--- config.mk ---
export PLATFORM = sky130hd
export DESIGN_NAME = lcd_reader
export DESIGN_NICKNAME = d
export VERILOG_FILES = /design/src/rtl/lcd_reader.sv
export SDC_FILE = /design/constraint.sdc
export NUM_CORES = 1
export LEC_CHECK = 0
export CORE_ASPECT_RATIO = 0.5
export CORE_MARGIN = 10
export CORE_UTILIZATION = 44
export CTS_CLUSTER_DIAMETER = 50
export CTS_CLUSTER_SIZE = 25
export DETAILED_ROUTE_END_ITERATION = 10
export HOLD_SLACK_MARGIN = 0.15
export PLACE_DENSITY = 0.86
export SETUP_SLACK_MARGIN = 0.02
export SYNTH_ARGS = -nofsm -noshare
export SYNTH_HDL_FRONTEND = slang
export SYNTH_SLANG_ARGS = --single-unit
--- constraint.sdc ---
create_clock -name clk -period 2.1 [get_ports clk]
set_input_delay 0.315 -clock clk [delete_from_list [all_inputs] [get_ports clk]]
set_output_delay 0.315 -clock clk [all_outputs]
set_load 0.005 [all_outputs]
--- src/rtl/lcd_reader.sv ---
// rtl/lcd_reader.sv - HD44780-style LCD read transaction engine (single read or busy-flag poll)
//
// Purpose:
//   Performs one LCD read cycle (RS/RW setup, EN strobe, hold) and returns the
//   byte seen on LCD_D_IN while EN was high. In poll mode it repeats the read
//   with RS=0 while the busy flag (bit 7) is set, up to MAX_POLLS reads, and
//   reports a timeout if the display is still busy at the end.
//
// Ports:
//   clk       in   system clock, rising edge
//   reset     in   synchronous active-high reset
//   clk_en    in   clock enable; all state and outputs hold while low
//   start     in   one-cycle request, accepted only in IDLE
//   dataa     in   [0] register select, [1] poll mode, rest ignored
//   datab     in   ignored
//   result    out  {23'b0, timeout, byte}; updated on done, held afterwards
//   done      out  one-cycle completion pulse
//   busy      out  high whenever a transaction is in flight
//   LCD_RS    out  register select to the display
//   LCD_RW    out  1 while a read is in progress
//   LCD_EN    out  enable strobe, derived from the cycle counter
//   LCD_D_IN  in   display data bus, read direction

module lcd_reader #(
    parameter int T_AS      = 3,
    parameter int T_PW      = 25,
    parameter int T_H       = 3,
    parameter int MAX_POLLS = 1024
) (
    input  logic        clk,
    input  logic        reset,
    input  logic        clk_en,
    input  logic        start,
    input  logic [31:0] dataa,
    input  logic [31:0] datab,
    output logic [31:0] result,
    output logic        done,
    output logic        busy,
    output logic        LCD_RS,
    output logic        LCD_RW,
    output logic        LCD_EN,
    input  logic [7:0]  LCD_D_IN
);

    // Poll counter holds values up to MAX_POLLS-1; one spare bit keeps the
    // compare unsigned-safe for any parameter value.
    localparam int PW = (MAX_POLLS > 1) ? $clog2(MAX_POLLS) + 1 : 1;

    localparam logic [15:0]   LAST_AS    = 16'(T_AS - 1);
    localparam logic [15:0]   LAST_PW    = 16'(T_PW - 1);
    localparam logic [15:0]   LAST_H     = 16'(T_H - 1);
    localparam logic [PW-1:0] POLL_LIMIT = PW'(MAX_POLLS - 1);

    typedef enum logic [2:0] {
        S_IDLE,
        S_SETUP,
        S_EN_HIGH,
        S_HOLD,
        S_DONE
    } state_t;

    state_t        r_state;
    logic [15:0]   r_cnt;
    logic [PW-1:0] r_poll_cnt;
    logic          r_poll;
    logic [7:0]    r_byte;

    logic w_cnt_last;
    logic w_repoll;
    logic w_timeout_exit;
    logic w_unused_bits;

    // Operand bits that carry no meaning for this instruction.
    assign w_unused_bits = ^{datab, dataa[31:2]};

    // Shared counter: flags the last enabled cycle of the current timed state.
    always_comb begin
        w_cnt_last = 1'b0;
        case (r_state)
            S_SETUP:   w_cnt_last = (r_cnt == LAST_AS);
            S_EN_HIGH: w_cnt_last = (r_cnt == LAST_PW);
            S_HOLD:    w_cnt_last = (r_cnt == LAST_H);
            default:   w_cnt_last = 1'b0;
        endcase
    end

    // Display still busy after this read: either try again or give up.
    assign w_timeout_exit = r_poll && r_byte[7];
    assign w_repoll       = w_timeout_exit && (r_poll_cnt < POLL_LIMIT);

    always_ff @(posedge clk) begin
        if (reset) begin
            r_state    <= S_IDLE;
            r_cnt      <= 16'd0;
            r_poll_cnt <= '0;
            r_poll     <= 1'b0;
            r_byte     <= 8'd0;
            result     <= 32'd0;
            done       <= 1'b0;
            busy       <= 1'b0;
            LCD_EN     <= 1'b0;
            LCD_RW     <= 1'b0;
            LCD_RS     <= 1'b0;
        end else if (clk_en) begin
            case (r_state)
                S_IDLE: begin
                    done <= 1'b0;
                    if (start) begin
                        r_poll     <= dataa[1];
                        // Busy-flag polling always reads the instruction register.
                        LCD_RS     <= dataa[0] & ~dataa[1];
                        LCD_RW     <= 1'b1;
                        LCD_EN     <= 1'b0;
                        busy       <= 1'b1;
                        r_cnt      <= 16'd0;
                        r_poll_cnt <= '0;
                        r_state    <= S_SETUP;
                    end
                end

                S_SETUP: begin
                    if (w_cnt_last) begin
                        r_cnt   <= 16'd0;
                        LCD_EN  <= 1'b1;
                        r_state <= S_EN_HIGH;
                    end else begin
                        r_cnt <= r_cnt + 16'd1;
                    end
                end

                S_EN_HIGH: begin
                    if (w_cnt_last) begin
                        // Capture on the final EN-high cycle so the display has
                        // had the full strobe width to drive the bus.
                        r_cnt   <= 16'd0;
                        r_byte  <= LCD_D_IN;
                        LCD_EN  <= 1'b0;
                        r_state <= S_HOLD;
                    end else begin
                        r_cnt <= r_cnt + 16'd1;
                    end
                end

                S_HOLD: begin
                    if (w_cnt_last) begin
                        r_cnt <= 16'd0;
                        if (w_repoll) begin
                            r_poll_cnt <= r_poll_cnt + PW'(1);
                            r_state    <= S_SETUP;
                        end else begin
                            // Timeout flag is recomputed per transaction, so a
                            // new start always begins with it clear.
                            result  <= {23'd0, w_timeout_exit, r_byte};
                            done    <= 1'b1;
                            LCD_RW  <= 1'b0;
                            LCD_RS  <= 1'b0;
                            r_state <= S_DONE;
                        end
                    end else begin
                        r_cnt <= r_cnt + 16'd1;
                    end
                end

                S_DONE: begin
                    done    <= 1'b0;
                    busy    <= 1'b0;
                    r_state <= S_IDLE;
                end

                default: begin
                    r_state <= S_IDLE;
                end
            endcase
        end
    end

endmodule

# Word level (Yosys, flattened, before mapping)

Index checks and enable logic that the tools add are counted.

Magnitude comparators: 1
Muxes and demuxes: 28
$add $sub $neg: 2
Bitwise logic cells: 3
Equal/unequal tests: 12
Reductions and logical operators: 21

Operators by type and width:

| operator                                                               | number |
|---|---|
| 11-bit two-way mux                                                     | 3 |
| 16-bit two-way mux                                                     | 2 |
| 16-bit case mux with 2 select lines                                    | 1 |
| 11-bit case mux with 2 select lines                                    | 1 |
| 5-bit AND reduction                                                    | 4 |
| 16-bit by 1-bit adder with 16-bit output, second input constant        | 1 |
| 16-bit by 2-bit equality test with 1-bit output, second input constant | 1 |
| 16-bit by 5-bit equality test with 1-bit output, second input constant | 1 |
| 3-bit two-way mux                                                      | 5 |
| 2-bit != test, second input constant                                   | 6 |
| 3-bit case mux with 4 select lines                                     | 1 |
| 3-bit AND reduction                                                    | 4 |
| 11-bit by 1-bit adder with 11-bit output, second input constant        | 1 |
| 11-bit by 10-bit < comparator with 1-bit output, second input constant | 1 |
| 1-bit case mux with 2 select lines                                     | 5 |
| 1-bit two-way mux                                                      | 9 |
| 4-bit AND reduction                                                    | 2 |
| 2-bit nonzero test                                                     | 4 |
| 3-bit by 2-bit equality test with 1-bit output, second input constant  | 2 |
| 2-bit OR reduction                                                     | 2 |
| 3-bit by 1-bit equality test with 1-bit output, second input constant  | 1 |
| 3-bit equality test, second input constant                             | 1 |
| 3-bit zero test                                                        | 1 |
| 1-bit case mux with 3 select lines                                     | 1 |
| 5 further kinds                                                        | 7 |

Bits of input ports: 76
Output and inout bits: 37
Register bits: 53

# Depth between registers and ports, before layout

Word-level depth: 5
Depth in mapped cells: 8
Depth with buffers taken out: 6

# Least setup slack after synthesis

Ideal clock, no wire load.

Kind: register -> register
Start point: register r_state[2]
End point: register result[1]
Period minus slack after synthesis: 1.840 ns
Required time: 1.972 ns
Cell stages (with the launch flop): 9
Slack: 0.260 ns
Data arrival time: 1.712 ns
Path buffers: 3
Cell sequence: dfxtp_1 -> buf_2 -> nand4bb_4 -> o22a_1 -> buf_4 -> nor4_4 -> buf_6 -> mux2i_1 -> nor2_1

Longest elaborated chain between the ends: 4
Elaborated cells between the ends (all ways): 6

Ends and longest elaborated chain:

| element                                                                                                          | RTL line | RTL |
|---|---|---|
| start: declaration                                                                                               | 62       | `state_t r_state;` |
| start signal: assignment                                                                                         | 93       | `r_state <= S_IDLE;` |
| start signal: assignment                                                                                         | 117      | `r_state <= S_SETUP;` |
| start signal: assignment                                                                                         | 125      | `r_state <= S_EN_HIGH;` |
| 3-bit by 2-bit equality test with 1-bit output or 3-bit by 1-bit equality test with 1-bit output (tied branches) | 79, 105  |  |
| 2-bit OR reduction (no line)                                                                                     | --       |  |
| 1-bit case mux with 2 select lines                                                                               | 79       | `case (r_state)` |
| 4-bit AND reduction (no line) *                                                                                  | --       |  |
| end signal: assignment                                                                                           | 153      | `result <= {23'd0, w_timeout_exit, r_byte};` |
| end: declaration                                                                                                 | 36       | `output logic [31:0] result,` |

Mark *: on every way between the ends. The rest lies on a longest branch, timed or not.
A chain may end at the register's enable or synchronous reset.

# Worst setup path in the final report

Start point: register r_poll_cnt[6]
End point: register result[5]

Longest elaborated chain between the ends: 4

Ends and longest elaborated chain:

| element                                         | RTL line | RTL |
|---|---|---|
| start: declaration                              | 64       | `logic [PW-1:0] r_poll_cnt;` |
| start signal: assignment                        | 148      | `r_poll_cnt <= r_poll_cnt + PW'(1);` |
| 11-bit by 10-bit < comparator with 1-bit output | 89       | `assign w_repoll = w_timeout_exit && (r_poll_cnt < POLL_LIMIT);` |
| 1-bit logical AND                               | 89       |  |
| 1-bit inverter (no line)                        | --       |  |
| 4-bit AND reduction (no line)                   | --       |  |

No other way between the ends.

==> metrics.md <==
| Metric | Value |
|---|---|
| Outcome | `finished clean` |
| Standard-cell rows | `20` |
| WP depth | `6` |
| Fin crit period | `1.92 ns` |
| Number of synthesized flops with an enable pin | `0` |
| First-pass DRT Iterations | `4` |
| Clock slew at reported path FFs | `0.07 ns` |
| Sum of negative setup slack | `0 ns` |
| Post-synth cell types | `62` |
| Via count | `2372` |
| Min-delay worst type | `flip-flop to flip-flop` |
| Mapped cell area | `2820 sq um` |
| Unrepaired setup endpoints after global routing | `false` |
| Port bufs | `27` |
| CTS tree | `done` |
| DRC | `0` |
| Max Freq | `0.521 GHz` |
| Clk sinks | `53` |
| Wire per inst | `14.2 microns` |
| Sequential share of the synthesized area | `0.376` |
| Main synth FF type | `dfxtp_1` |
| CTS Buf Count | `5` |
| Final Skew | `0.00538 ns` |
| Clock Tree Buf Depth | `2` |
| Global router's overall resource usage | `0.126` |
| Required time of the critical path | `2.28 ns` |
| Ports | `113` |
| Reg2reg setup slack | `0.18 ns` |
| Htree depth | `2` |
| Initial Util | `0.460` |
| Largest fanout on the critical path | `11` |
| Hold buffers post-CTS | `0` |
| Setup crit end kind | `flip-flop` |
| Peak supply drop | `334 uV` |
| DR iter-0 viols | `195` |
| Top cell family by delay on the critical path | `simple AND/OR/NAND/NOR gates` |
| Buf/Inv on CP | `1` |
| CP max stage delay | `0.49 ns` |
| Worst hold endpoint | `result[8]` |
| Max Cap Viol | `0` |
| Layout area overhead | `22.5%` |
| Number of global-route vias before repair | `2329` |
| Final GP Congestion | `0.903` |
| Count of final hold-check violations | `0` |
| RR Endpoint | `result[5]` |
| CTS root buf | `clkbuf_16` |
| Pwr Density | `619 nW/um^2` |
| Layout cells sized above 1 | `0.151` |
| Initial antenna violation count | `0` |
| Global-route wire length before repair | `11.1 mm` |
| Largest net degree at the start of global routing | `39` |
| Post-route ant nets | `0` |
| Post-CTS Setup Inserts | `0` |
| CP arrival | `2.10 ns` |
| Clock Latency Late Sink | `0.29 ns` |
| Pleak | `1.21 nW` |
| Yosys warns | `0` |
| Avg Inst Size Synth | `8.95 sq um` |
| Pins Over Slew Limit | `0` |
| Die W | `133 microns` |
| Crit start category | `flip-flop` |
| Final Net Count | `441` |
| Final setup violation count | `0` |
| Type of the worst setup path | `flip-flop to flip-flop` |
| Hold Startpoint | `result[8]` |
| WHS Path Cells | `2` |
| CP max stage cell | `o41a_1` |
| Final global-route overflow total | `0` |
| Post-Route WL | `6.44 mm` |
| Worst reg2reg startpoint | `r_poll_cnt[6]` |
| Die area | `10200 sq um` |
| DP HPWL | `4.75 mm` |
| Async SR Flop Fraction | `0` |
| R2R depth | `6` |
| Die span in y | `76.6 microns` |
| Tcrit/Tclk final | `0.914` |
| Post_cts resized | `0` |
| Crit path cell chain | `nand4_1, o41a_1, nor4_4, buf_12, mux2i_1, nor2_1` |
| ANT cells | `0` |
| Routed vias/inst | `5.25` |
| Finished Core Util | `0.564` |
| Cells after Synth | `315` |
| Seq cells post-synth | `53` |
| Core ar. | `6130 sq um` |
==> registers in the layout, indices dropped and copies added, names as in the netlist <==
signal and cells:
r_state 3, r_poll_cnt 11, r_byte 8, result 9
r_poll 1, LCD_EN 1, LCD_RW 1, done 1
r_cnt 16, busy 1, LCD_RS 1
==> tightest hold or removal path, stage by stage (launching register included) <==
cell,delay [ns]
dfxtp_1,0.32
nand2b_1,0.07
a21oi_1,0.06
==> per-layer routing <==
metal / routed length [microns] / track usage / vias to the layer above
met1: 2810 / 0.145 / 1112
met4: 153 / 0.0475 / 0
met5: 0 / 0 / -
met2: 3130 / 0.221 / 66
met3: 343 / 0.0303 / 17
li1: - / - / 1177
==> cell usage after synthesis, drive strengths merged, types with 8 or more instances <==
cell	number	area [sq um]
xnor2	10	87.6
nor2	50	188
mux2i	18	180
o21ai	9	45.0
a21oi	11	55.1
dfxtp	53	1060
inv	8	30.0
nand3	15	80.1
nor3	13	91.3
buf	29	218
nand4	8	65.1
nand2	15	56.3
==> final cells by class <==
type / count / area [sq um]
clock inverters: 3 / 43.8
inverters: 8 / 30.0
well taps: 88 / 110
fillers: 508 / 2680
clock buffers: 5 / 125
repair buffers: 54 / 510
flip-flops and latches: 53 / 1060
multi-input cells: 241 / 1580
==> worst max-delay path by stage <==
stage / startpoint / to / slack, ns
floorplan: r_state[2] / result[1] / 0.26
global route: r_poll_cnt[0] / r_poll_cnt[8] / 0.02
CTS: r_cnt[1] / result[5] / 0.15
finish: r_poll_cnt[6] / result[5] / 0.18
detailed placement: clk_en / r_cnt[13] / -0.03
global placement: clk_en / r_cnt[13] / -0.02
==> metrics by stage <==
step	worst slack (ns)	hold WS (ns)	std cells	power [mW]	area, sq um
after global placement	-0.0176	0.463	444	1.21	3280
after detailed placement	-0.0305	0.472	444	1.21	3280
after floorplan	0.260	0.431	337	1.16	2900
after CTS	0.150	0.495	452	2.14	3450
final	0.180	0.491	452	2.14	3460
after global routing	0.0241	0.506	452	2.20	3460
==> where the power goes <==
part	switching, mW	leakage, nW	internal, mW	total, mW
clock	0.381	0.0842	0.565	0.946
sequential	0.00834	0.428	1.01	1.02
combinational	0.0935	0.694	0.0794	0.173
total	0.483	1.21	1.66	2.14
==> kinds of logic (layout without fill, tap and decap cells) <==
family | Yosys count | count (layout) | synth area share
DFF | 53 | 53 | 0.376
xor gates and xnor gates | 15 | 15 | 0.0466
muxes | 18 | 18 | 0.0639
AOI/OAI and AO/OA | 52 | 52 | 0.138
other | 1 | 23 | 0.00133
adders and majority gates | 2 | 2 | 0.00887
buffers and inverters | 43 | 70 | 0.0958
and+or+nand+nor | 131 | 131 | 0.269
==> placed cells by master (no fill, tap or decap), types with 4 or more instances in the layout <==
cell type        synthesis  layout
inv_1                    7       7
xnor2_1                 10      10
mux2i_1                 18      18
xor2_1                   5       5
a31oi_1                  6       6
nor2_1                  50      50
clkdlybuf4s50_1          0      27
nand4_1                  7       7
clkbuf_16                0       5
nand2_1                 15      15
o21ai_0                  8       8
and3_1                   4       4
conb_1                   1      23
nor3_1                   9       9
dfxtp_1                 53      53
nand3_1                 14      14
buf_4                   24      24
a21oi_1                 11      11
Power figures use the tool's default switching activity.
